[config.mk]
export PLATFORM = sky130hd
export DESIGN_NAME = prog_counter_flat
export DESIGN_NICKNAME = d
export VERILOG_FILES = /design/src/rtl/prog_counter_if.sv /design/src/rtl/prog_counter.sv /design/src/flat_wrapper.sv
export SDC_FILE = /design/constraint.sdc
export NUM_CORES = 1
export LEC_CHECK = 0
export ABC_AREA = 1
export BUFFER_PORTS_ARGS = -buffer_cell sky130_fd_sc_hd__buf_4
export CAP_MARGIN = 10
export CELL_PAD_IN_SITES_DETAIL_PLACEMENT = 2
export CELL_PAD_IN_SITES_GLOBAL_PLACEMENT = 2
export CORE_UTILIZATION = 33
export CTS_CLUSTER_DIAMETER = 30
export DETAILED_ROUTE_END_ITERATION = 8
export GPL_TIMING_DRIVEN = 1
export PLACE_DENSITY = 0.91
export SLEW_MARGIN = 20
export SYNTH_ARGS = -nofsm -noshare
export SYNTH_HDL_FRONTEND = slang
export SYNTH_SLANG_ARGS = --single-unit
[constraint.sdc]
create_clock -name counter_CLK -period 3.62 [get_ports counter_CLK]
set_input_delay 0.181 -clock counter_CLK [delete_from_list [all_inputs] [get_ports counter_CLK]]
set_output_delay 0.181 -clock counter_CLK [all_outputs]
set_load 0.03 [all_outputs]
[src/rtl/prog_counter_if.sv]
// ---------------------------------------------------------------------------
// prog_counter_if
// Groups the control inputs and the count outputs of prog_counter into one
// bundle. Clock and asynchronous reset stay as plain ports on the module.
//
// Signals:
//   counter_RST_SYN  synchronous clear, active-low
//   counter_En       count enable; low clears count and prescaler
//   counter_Load     parallel load strobe
//   load_value       value to load; also captured as the wrap reload value
//   terminal_value   terminal count
//   dir_up           1 = increment, 0 = decrement
//   mode_wrap        1 = wrap at terminal, 0 = saturate at terminal
//   prescale         one step every prescale+1 enabled cycles
//   count            current count, registered
//   counter_finish   combinational: count == terminal_value
//   counter_tick     registered one-cycle pulse when a step lands on terminal
//
// Modports:
//   master  drives the controls and observes the count (e.g. a UART TX FSM)
//   slave   the counter itself
//
// This interface carries no valid/ready handshake. Every control is sampled
// on each rising clock edge, and the outputs are valid in every cycle.
// ---------------------------------------------------------------------------
interface prog_counter_if #(
  parameter int CNT_WIDTH   = 4,
  parameter int PRESC_WIDTH = 8
);
  logic                   counter_RST_SYN;
  logic                   counter_En;
  logic                   counter_Load;
  logic [CNT_WIDTH-1:0]   load_value;
  logic [CNT_WIDTH-1:0]   terminal_value;
  logic                   dir_up;
  logic                   mode_wrap;
  logic [PRESC_WIDTH-1:0] prescale;
  logic [CNT_WIDTH-1:0]   count;
  logic                   counter_finish;
  logic                   counter_tick;

  modport master (
    output counter_RST_SYN, counter_En, counter_Load, load_value,
           terminal_value, dir_up, mode_wrap, prescale,
    input  count, counter_finish, counter_tick
  );

  modport slave (
    input  counter_RST_SYN, counter_En, counter_Load, load_value,
           terminal_value, dir_up, mode_wrap, prescale,
    output count, counter_finish, counter_tick
  );
endinterface

[src/rtl/prog_counter.sv]
// ---------------------------------------------------------------------------
// prog_counter
// A parametrised programmable counter for the UART TX datapath. It is used
// both as the bit-index counter and as the oversample/baud divider. It
// supports a programmable terminal value, an up or down direction, a wrap
// or saturate mode, a parallel load, and a clock prescaler.
//
// Ports:
//   counter_CLK       clock, rising edge
//   counter_RST_ASYN  asynchronous reset, active-low
//   bus               prog_counter_if.slave (controls in, count/finish/tick out)
//
// Synchronous priority on each edge is:
//   RST_SYN low > Load > En low > step > hold
//
// The CNT_WIDTH and PRESC_WIDTH parameters must match the parameters of the
// connected interface instance.
// ---------------------------------------------------------------------------
module prog_counter #(
  parameter int CNT_WIDTH   = 4,
  parameter int PRESC_WIDTH = 8
) (
  input  logic          counter_CLK,
  input  logic          counter_RST_ASYN,
  prog_counter_if.slave bus
);

  logic [CNT_WIDTH-1:0]   count_q,  count_d;
  logic [CNT_WIDTH-1:0]   reload_q, reload_d;
  logic [PRESC_WIDTH-1:0] presc_q,  presc_d;
  logic                   tick_q,   tick_d;

  logic                   finish;
  logic                   step_en;
  logic [CNT_WIDTH-1:0]   step_val;

  assign finish  = (count_q == bus.terminal_value);
  // The comparison uses >= rather than ==. If prescale is lowered below the
  // running prescaler value, the counter steps on the next cycle instead of
  // running all the way round the prescaler.
  assign step_en = (presc_q >= bus.prescale);
  // The step is taken modulo 2^CNT_WIDTH. Counting away from the terminal
  // therefore wraps through 0 or through all-ones.
  assign step_val = bus.dir_up ? (count_q + CNT_WIDTH'(1))
                               : (count_q - CNT_WIDTH'(1));

  always_comb begin
    count_d  = count_q;
    reload_d = reload_q;
    presc_d  = presc_q;
    tick_d   = 1'b0;
    if (!bus.counter_RST_SYN) begin
      count_d  = '0;
      reload_d = '0;
      presc_d  = '0;
    end else if (bus.counter_Load) begin
      count_d  = bus.load_value;
      reload_d = bus.load_value;
      presc_d  = '0;
    end else if (!bus.counter_En) begin
      count_d = '0;
      presc_d = '0;
    end else if (finish && !bus.mode_wrap) begin
      // Saturated: the count holds and the prescaler stays parked at 0.
      presc_d = '0;
    end else if (step_en) begin
      presc_d = '0;
      if (finish) begin
        count_d = reload_q;
        tick_d  = (reload_q == bus.terminal_value);
      end else begin
        count_d = step_val;
        tick_d  = (step_val == bus.terminal_value);
      end
    end else begin
      presc_d = presc_q + PRESC_WIDTH'(1);
    end
  end

  always_ff @(posedge counter_CLK or negedge counter_RST_ASYN) begin
    if (!counter_RST_ASYN) begin
      count_q  <= '0;
      reload_q <= '0;
      presc_q  <= '0;
      tick_q   <= 1'b0;
    end else begin
      count_q  <= count_d;
      reload_q <= reload_d;
      presc_q  <= presc_d;
      tick_q   <= tick_d;
    end
  end

  assign bus.count          = count_q;
  assign bus.counter_finish = finish;
  assign bus.counter_tick   = tick_q;

endmodule

[src/flat_wrapper.sv]
// flat-port wrapper written by rule: the top's interface ports become plain ports
module prog_counter_flat 
#(
  parameter int CNT_WIDTH   = 4,
  parameter int PRESC_WIDTH = 8
)
  (counter_CLK, counter_RST_ASYN, bus_counter_RST_SYN, bus_counter_En, bus_counter_Load, bus_load_value, bus_terminal_value, bus_dir_up, bus_mode_wrap, bus_prescale, bus_count, bus_counter_finish, bus_counter_tick);
  prog_counter_if #(.CNT_WIDTH(CNT_WIDTH), .PRESC_WIDTH(PRESC_WIDTH)) bus_i ();
  input  logic counter_CLK;
  input  logic counter_RST_ASYN;
  input wire logic [$bits(bus_i.counter_RST_SYN)-1:0] bus_counter_RST_SYN;
  input wire logic [$bits(bus_i.counter_En)-1:0] bus_counter_En;
  input wire logic [$bits(bus_i.counter_Load)-1:0] bus_counter_Load;
  input wire logic [$bits(bus_i.load_value)-1:0] bus_load_value;
  input wire logic [$bits(bus_i.terminal_value)-1:0] bus_terminal_value;
  input wire logic [$bits(bus_i.dir_up)-1:0] bus_dir_up;
  input wire logic [$bits(bus_i.mode_wrap)-1:0] bus_mode_wrap;
  input wire logic [$bits(bus_i.prescale)-1:0] bus_prescale;
  output wire logic [$bits(bus_i.count)-1:0] bus_count;
  output wire logic [$bits(bus_i.counter_finish)-1:0] bus_counter_finish;
  output wire logic [$bits(bus_i.counter_tick)-1:0] bus_counter_tick;
  assign bus_i.counter_RST_SYN = bus_counter_RST_SYN;
  assign bus_i.counter_En = bus_counter_En;
  assign bus_i.counter_Load = bus_counter_Load;
  assign bus_i.load_value = bus_load_value;
  assign bus_i.terminal_value = bus_terminal_value;
  assign bus_i.dir_up = bus_dir_up;
  assign bus_i.mode_wrap = bus_mode_wrap;
  assign bus_i.prescale = bus_prescale;
  assign bus_count = bus_i.count;
  assign bus_counter_finish = bus_i.counter_finish;
  assign bus_counter_tick = bus_i.counter_tick;
  prog_counter #(.CNT_WIDTH(CNT_WIDTH), .PRESC_WIDTH(PRESC_WIDTH)) u_core (.counter_CLK(counter_CLK), .counter_RST_ASYN(counter_RST_ASYN), .bus(bus_i));
endmodule
==> results.py, run 1 <==
metrics = {
    "clocking": {
        "htree_levels": 1,
        "clk_path_buf_depth": 2,
        "cts_root_buffer": "clkbuf_8",
        "cts_tree": "yes",
        "clk_pin_slew_worst_paths_ns": 0.07,
        "cts_resized": 0,
        "cts_setup_buffers": 0,
        "cts_buffers": 3,
        "worstSkewPairLatency_ns": 0.26,
        "cts_sinks": 17,
    },
    "timing": {
        "finalSetupTns_ns": 0,
        "slew_headroom_pct": 81.2,
        "rsz0062_at_grt": "no",
        "finalHoldViolCount": 0,
        "fin_crit_ns": 1.90,
        "clock_skew_ns": 0.00406,
        "fin_ws_ns": 1.72,
        "final-setup-viol-count": 0,
        "worst_hold_slack_ns": 0.211,
        "min_period_over_period_pct": 52.5,
        "tightest_slew_ns": 0.282,
        "fmax_mhz": 527,
        "slew_violations": 0,
    },
    "synth": {
        "synthArstFlopShare_pct": 100,
        "ys_seq_elements": 17,
        "yosysWarnings": 0,
        "syn_nets": 215,
        "synth_common_cells": "nand2_1 (38), inv_1 (25), nand3_1 (25), dfrtp_1 (17), ha_1 (11)",
        "synthDistinctLibCells": 23,
        "post-synth-top-count-cell": "nand2_1",
        "syn_inst": 180,
        "synth_area_leaders": "dfrtp_1 (31%), nand2_1 (10%), ha_1 (10%)",
        "synth_edf_count": 0,
        "yosysTopAreaCell": "dfrtp_1",
        "synth_top_area_share_pct": 31.1,
        "synth_flop_cell": "dfrtp_1",
        "ys_seq_area_share_pct": 31.1,
        "synthesis.area_um2": 1370,
        "syn_avg_cell_area_um2": 7.59,
    },
    "floorplan": {
        "core_um2": 4000,
        "pin_count": 29,
        "start_util_pct": 34.2,
        "die_h_um": 66.3,
        "die-area_um2": 4400,
        "rows": 23,
        "die_w_um": 66.3,
    },
    "placed_design": {
        "hpwl_um": 3400,
        "pre_cts_slack_ns": 1.75,
        "gp_congestion": 0.752,
        "port_buffers": 28,
    },
    "layout": {
        "syn_to_final_growth_pct": 24.1,
        "diodes": 0,
        "fin_nets": 249,
        "drive_gt1_share_pct": 25.4,
        "final_util_pct": 42.4,
    },
    "setup_path": {
        "arrival_ns": 2.05,
        "r2r_cells": 9,
        "crit_slowest_cell": "dfrtp_1",
        "critPathMaxStageDelay_ns": 0.44,
        "crit_fanout": 7,
        "path_cells": "ha_1 -> a21oi_1 -> o21ai_0 -> nand2_1 -> nand3_1 -> nand2_1 -> nand2_2 -> nand2_1 -> nand2_1",
        "critPathCaptureType": "register",
        "crit_required_ns": 3.77,
        "worstSetupPathType": "reg2reg",
        "worstSetupStartpointType": "register",
        "cpMostUsedCell": "nand2_1",
    },
    "worst_hold_path": {
        "whs_path_depth": 3,
        "hold_class": "in2reg",
    },
    "drt": {
        "vias": 1323,
        "drc": 0,
        "wire_per_inst_um": 16.3,
        "first_pass_iters": 4,
        "wl_um": 4280,
        "ant_nets": 0,
        "viasPerCell": 5.03,
        "drt_iter0_drc": 39,
    },
    "grt": {
        "grtUsageTotal_pct": 21.8,
        "grt_max_degree": 18,
        "antenna_found_initial": 0,
        "grt_pass1_vias": 1376,
        "grtUsageMet2_pct": 37.0,
        "grt_util_met1_pct": 29.0,
        "overflow": 0,
        "grt_pass1_wl_um": 6960,
        "busiest_layer": "met2",
        "gr-usage-met3_pct": 3.10,
    },
    "run_status": {
        "outcome": "finished clean",
    },
    "pwr": {
        "ir_drop_mv": 0.148,
        "p_total_mw": 0.525,
        "p_leak_nw": 0.922,
        "power_density_nw_per_um2": 310,
    },
    "flow_run": {
        "cap_violations": 0,
    },
}
## repair_timing
item	4_1_cts	5_1_grt
endpoints found under the setup margin	0	0
hold buffers	1	0
hold endpoints to repair	17	0
## report_power, final
group | switching (mW) | internal [mW] | total [mW]
Sequential | 0.00871 | 0.197 | 0.206
Clock | 0.0721 | 0.0765 | 0.149
Combinational | 0.105 | 0.0655 | 0.170
## per-stage QoR
stage	area (µm²)	cells
3_5_place_dp	1640	258
6_report	1700	263
4_1_cts	1700	263
3_3_place_gp	1640	258
2_1_floorplan	1370	180
5_1_grt	1700	263
## worst paths after layout
check,startpoint,end,slack [ns]
worst min register to register,u_core.presc_q[0]$_DFF_PN0_,u_core.presc_q[0]$_DFF_PN0_,0.55
worst max-delay path,u_core.presc_q[3]$_DFF_PN0_,u_core.bus.count[3]$_DFFE_PN0P_,1.72
worst min-delay path,bus_load_value[1],u_core.reload_q[1]$_DFFE_PN0P_,0.21
worst max register to register,u_core.presc_q[3]$_DFF_PN0_,u_core.bus.count[3]$_DFFE_PN0P_,1.72
min in group asynchronous,counter_RST_ASYN,u_core.bus.counter_tick$_DFF_PN0_,0.33
max in group asynchronous,counter_RST_ASYN,u_core.bus.count[1]$_DFFE_PN0P_,3.09
## cell families after synthesis
logic type,Yosys count,share of synthesized area (%)
DFF,17,31.1
adders and majority gates,12,11.5
AOI/OAI and AO/OA,14,5.31
xor gates and xnor gates,9,5.77
and+or+nand+nor,96,37.4
buffers and inverters,32,8.88
## registers in the layout (all words and copies together), names as in the netlist
signal,count
u_core.presc_q,8
u_core.bus.count,4
u_core.reload_q,4
u_core.bus.counter_tick,1
## routing by layer
| metal | wire length, µm | part of all wire, % |
|---|---|---|
| met2 | 2190 | 51 |
| met4 | 32 | 0.75 |
| met1 | 2010 | 47 |
| met5 | 0 | 0 |
| met3 | 55 | 1.3 |
## critical path, delay by kind of cell (launching register included)
| kind | cells | cell delay, ns |
|---|---|---|
| simple gates | 6 | 0.79 |
| flops | 1 | 0.44 |
| fa+ha+maj | 1 | 0.33 |
| compound gates | 2 | 0.24 |
## cell type report
cell class                      instances  area, µm²
Timing Repair Buffer                   29        220
Clock inverter                          1       5.00
Multi-Input combinational cell        131        820
Fill cell                             478       2300
Inverter                               32        121
Tap cell                               50       62.6
Clock buffer                            3       41.3
Sequential cell                        17        425
## cell usage in the layout, fill, tap and decap left out
cell / count
nand2_1: 38
buf_4: 28
inv_1: 25
nand3_1: 25
dfrtp_1: 17
ha_1: 11
nor2_1: 7
nor3_1: 7
inv_2: 6
nand2_2: 6
xor2_1: 5
a21oi_1: 5
o21ai_0: 5
xnor2_1: 4
nor2_8: 3
nand2_4: 3
nand4_1: 3
o21ai_1: 3
clkbuf_8: 3
clkinv_2: 2
nor2_2: 2
nand3b_2: 1
nand3b_1: 1
o21a_1: 1
fa_1: 1
dlygate4sd3_1: 1
No activity file was read; power rests on OpenSTA's default activity.
==> inputs of run 2 (changes only) <==
--- a/config.mk
+++ b/config.mk
@@ -10,11 +10,11 @@
 export CAP_MARGIN = 10
 export CELL_PAD_IN_SITES_DETAIL_PLACEMENT = 2
 export CELL_PAD_IN_SITES_GLOBAL_PLACEMENT = 2
-export CORE_UTILIZATION = 33
+export CORE_UTILIZATION = 30
 export CTS_CLUSTER_DIAMETER = 30
 export DETAILED_ROUTE_END_ITERATION = 8
 export GPL_TIMING_DRIVEN = 1
-export PLACE_DENSITY = 0.91
+export PLACE_DENSITY = 0.85
 export SLEW_MARGIN = 20
 export SYNTH_ARGS = -nofsm -noshare
 export SYNTH_HDL_FRONTEND = slang
==> constraint.sdc (replaced) <==
create_clock -name counter_CLK -period 2 [get_ports counter_CLK]
set_input_delay 0.1 -clock counter_CLK [delete_from_list [all_inputs] [get_ports counter_CLK]]
set_output_delay 0.1 -clock counter_CLK [all_outputs]
set_load 0.03 [all_outputs]
==> results.py, run 2 (same netlist as run 1, synthesis figures left out) <==
metrics = {
    "clocking": {
        "worstSkewPairLatency_ns": 0.25,
        "cts_sinks": 17,
        "htree_levels": 1,
        "clk_pin_slew_worst_paths_ns": 0.07,
        "ctsHoldBuffers": 1,
        "cts_setup_buffers": 0,
        "cts_root_buffer": "clkbuf_8",
        "cts_buffers": 3,
        "cts_tree": "yes",
        "cts_resized": 0,
        "clk_path_buf_depth": 2,
    },
    "placed_design": {
        "hpwl_um": 3350,
        "port_buffers": 28,
        "dp_cells": 261,
        "gp_congestion": 0.778,
    },
    "drt": {
        "vias": 1312,
        "viasPerCell": 4.93,
        "wire_per_inst_um": 14.6,
        "first_pass_iters": 4,
        "drt_iter0_drc": 60,
        "wl_um": 3900,
        "ant_nets": 0,
        "drc": 0,
    },
    "timing": {
        "fin_crit_ns": 1.77,
        "finalHoldViolCount": 0,
        "min_period_over_period_pct": 88.6,
        "slew_headroom_pct": 84.8,
        "clock_skew_ns": 0.00228,
        "fmax_mhz": 564,
        "tightest_slew_ns": 0.225,
        "final-setup-viol-count": 0,
        "finalSetupTns_ns": 0,
        "rsz0062_at_grt": "no",
        "slew_violations": 0,
    },
    "grt": {
        "busiest_layer": "met2",
        "grt_util_met1_pct": 23.7,
        "grt_pass1_vias": 1451,
        "grtUsageMet2_pct": 30.4,
        "grtUsageTotal_pct": 17.9,
        "antenna_found_initial": 0,
        "grt_pass1_wl_um": 6800,
        "overflow": 0,
        "grt_max_degree": 18,
        "gr-usage-met3_pct": 3.20,
    },
    "setup_path": {
        "critPathCaptureType": "register",
        "crit_fanout": 7,
        "worstSetupStartpointType": "register",
        "worstSetupPathType": "reg2reg",
        "crit_required_ns": 2.17,
        "arrival_ns": 1.94,
    },
    "layout": {
        "fin_nets": 250,
        "drive_gt1_share_pct": 25.7,
        "diodes": 0,
        "final_cells": 266,
        "multi_input_area_um2": 820,
        "fillCellCount": 523,
        "largest_reg_flops": 8,
        "regArea_um2": 425,
        "syn_to_final_growth_pct": 24.8,
        "regMostFlops": "u_core.presc_q",
        "final_common_cell": "nand2_1",
        "final_cell_mix": "nand2_1 (38), buf_4 (29), inv_1 (25), nand3_1 (25), dfrtp_1 (17)",
    },
    "pwr": {
        "ir_drop_mv": 0.289,
        "p_total_mw": 0.939,
        "power_density_nw_per_um2": 550,
        "p_leak_nw": 0.928,
    },
    "floorplan": {
        "die-area_um2": 4830,
        "start_util_pct": 31.4,
        "core_um2": 4350,
        "die_h_um": 69.5,
        "rows": 24,
        "die_w_um": 69.5,
        "pin_count": 29,
    },
    "run_status": {
        "outcome": "finished clean",
    },
    "flow_run": {
        "cap_violations": 0,
    },
    "worst_hold_path": {
        "hold_class": "in2reg",
    },
}
==> run 2: per-stage QoR <==
stage	instance area (µm²)	util [%]	hold slack, ns	worst slack, ns
floorplan	1370	-	-0.196	0.244
CTS	1710	39.2	0.129	0.207
global route	1710	39.2	0.159	0.0354
global placement	1650	37.9	-0.0219	0.317
detailed placement	1650	37.9	-0.0139	0.233
finish	1710	39.2	0.122	0.227
==> run 2: path summary, 6_finish.rpt <==
path	startpoint	to	slack, ns	cells past startpoint
worst max-delay path	u_core.presc_q[7]$_DFF_PN0_	u_core.bus.count[2]$_DFFE_PN0P_	0.23	9
worst min-delay path	bus_load_value[2]	u_core.reload_q[2]$_DFFE_PN0P_	0.12	3
worst max register to register	u_core.presc_q[7]$_DFF_PN0_	u_core.bus.count[2]$_DFFE_PN0P_	0.23	9
worst min register to register	u_core.presc_q[0]$_DFF_PN0_	u_core.presc_q[0]$_DFF_PN0_	0.54	1
max in group asynchronous	counter_RST_ASYN	u_core.bus.count[2]$_DFFE_PN0P_	1.55	2
min in group asynchronous	counter_RST_ASYN	u_core.presc_q[5]$_DFF_PN0_	0.25	2
==> run 2: worst max-delay path, cell delays in order, from the launching register on <==
cell and delay (ns):
dfrtp_1 0.41, ha_1 0.32, nand2_1 0.07, nor2_1 0.17, nand4_1 0.15, nand3_1 0.16, nand2_1 0.10, nand2_2 0.14
nand2_1 0.07, o21ai_1 0.10
==> run 2: area by class of cell <==
class | instances | share of cell area (%)
repair buffers | 30 | 13.4
multi-input cells | 131 | 48.1
flip-flops and latches | 17 | 24.9
clock buffers | 3 | 2.42
well taps | 52 | 3.82
clock inverters | 1 | 0.293
inverters | 32 | 7.12
==> run 2: layer usage <==
metal  wire length, µm  vias to the layer above
met5                 0                        -
met4                36                        0
met3                99                        4
met2              1920                       20
met1              1840                      644
li1                  -                      644
==> run 2: power by group <==
| part | internal (mW) | switching [mW] |
|---|---|---|
| clock | 0.138 | 0.125 |
| combinational | 0.119 | 0.185 |
| sequential | 0.357 | 0.0144 |
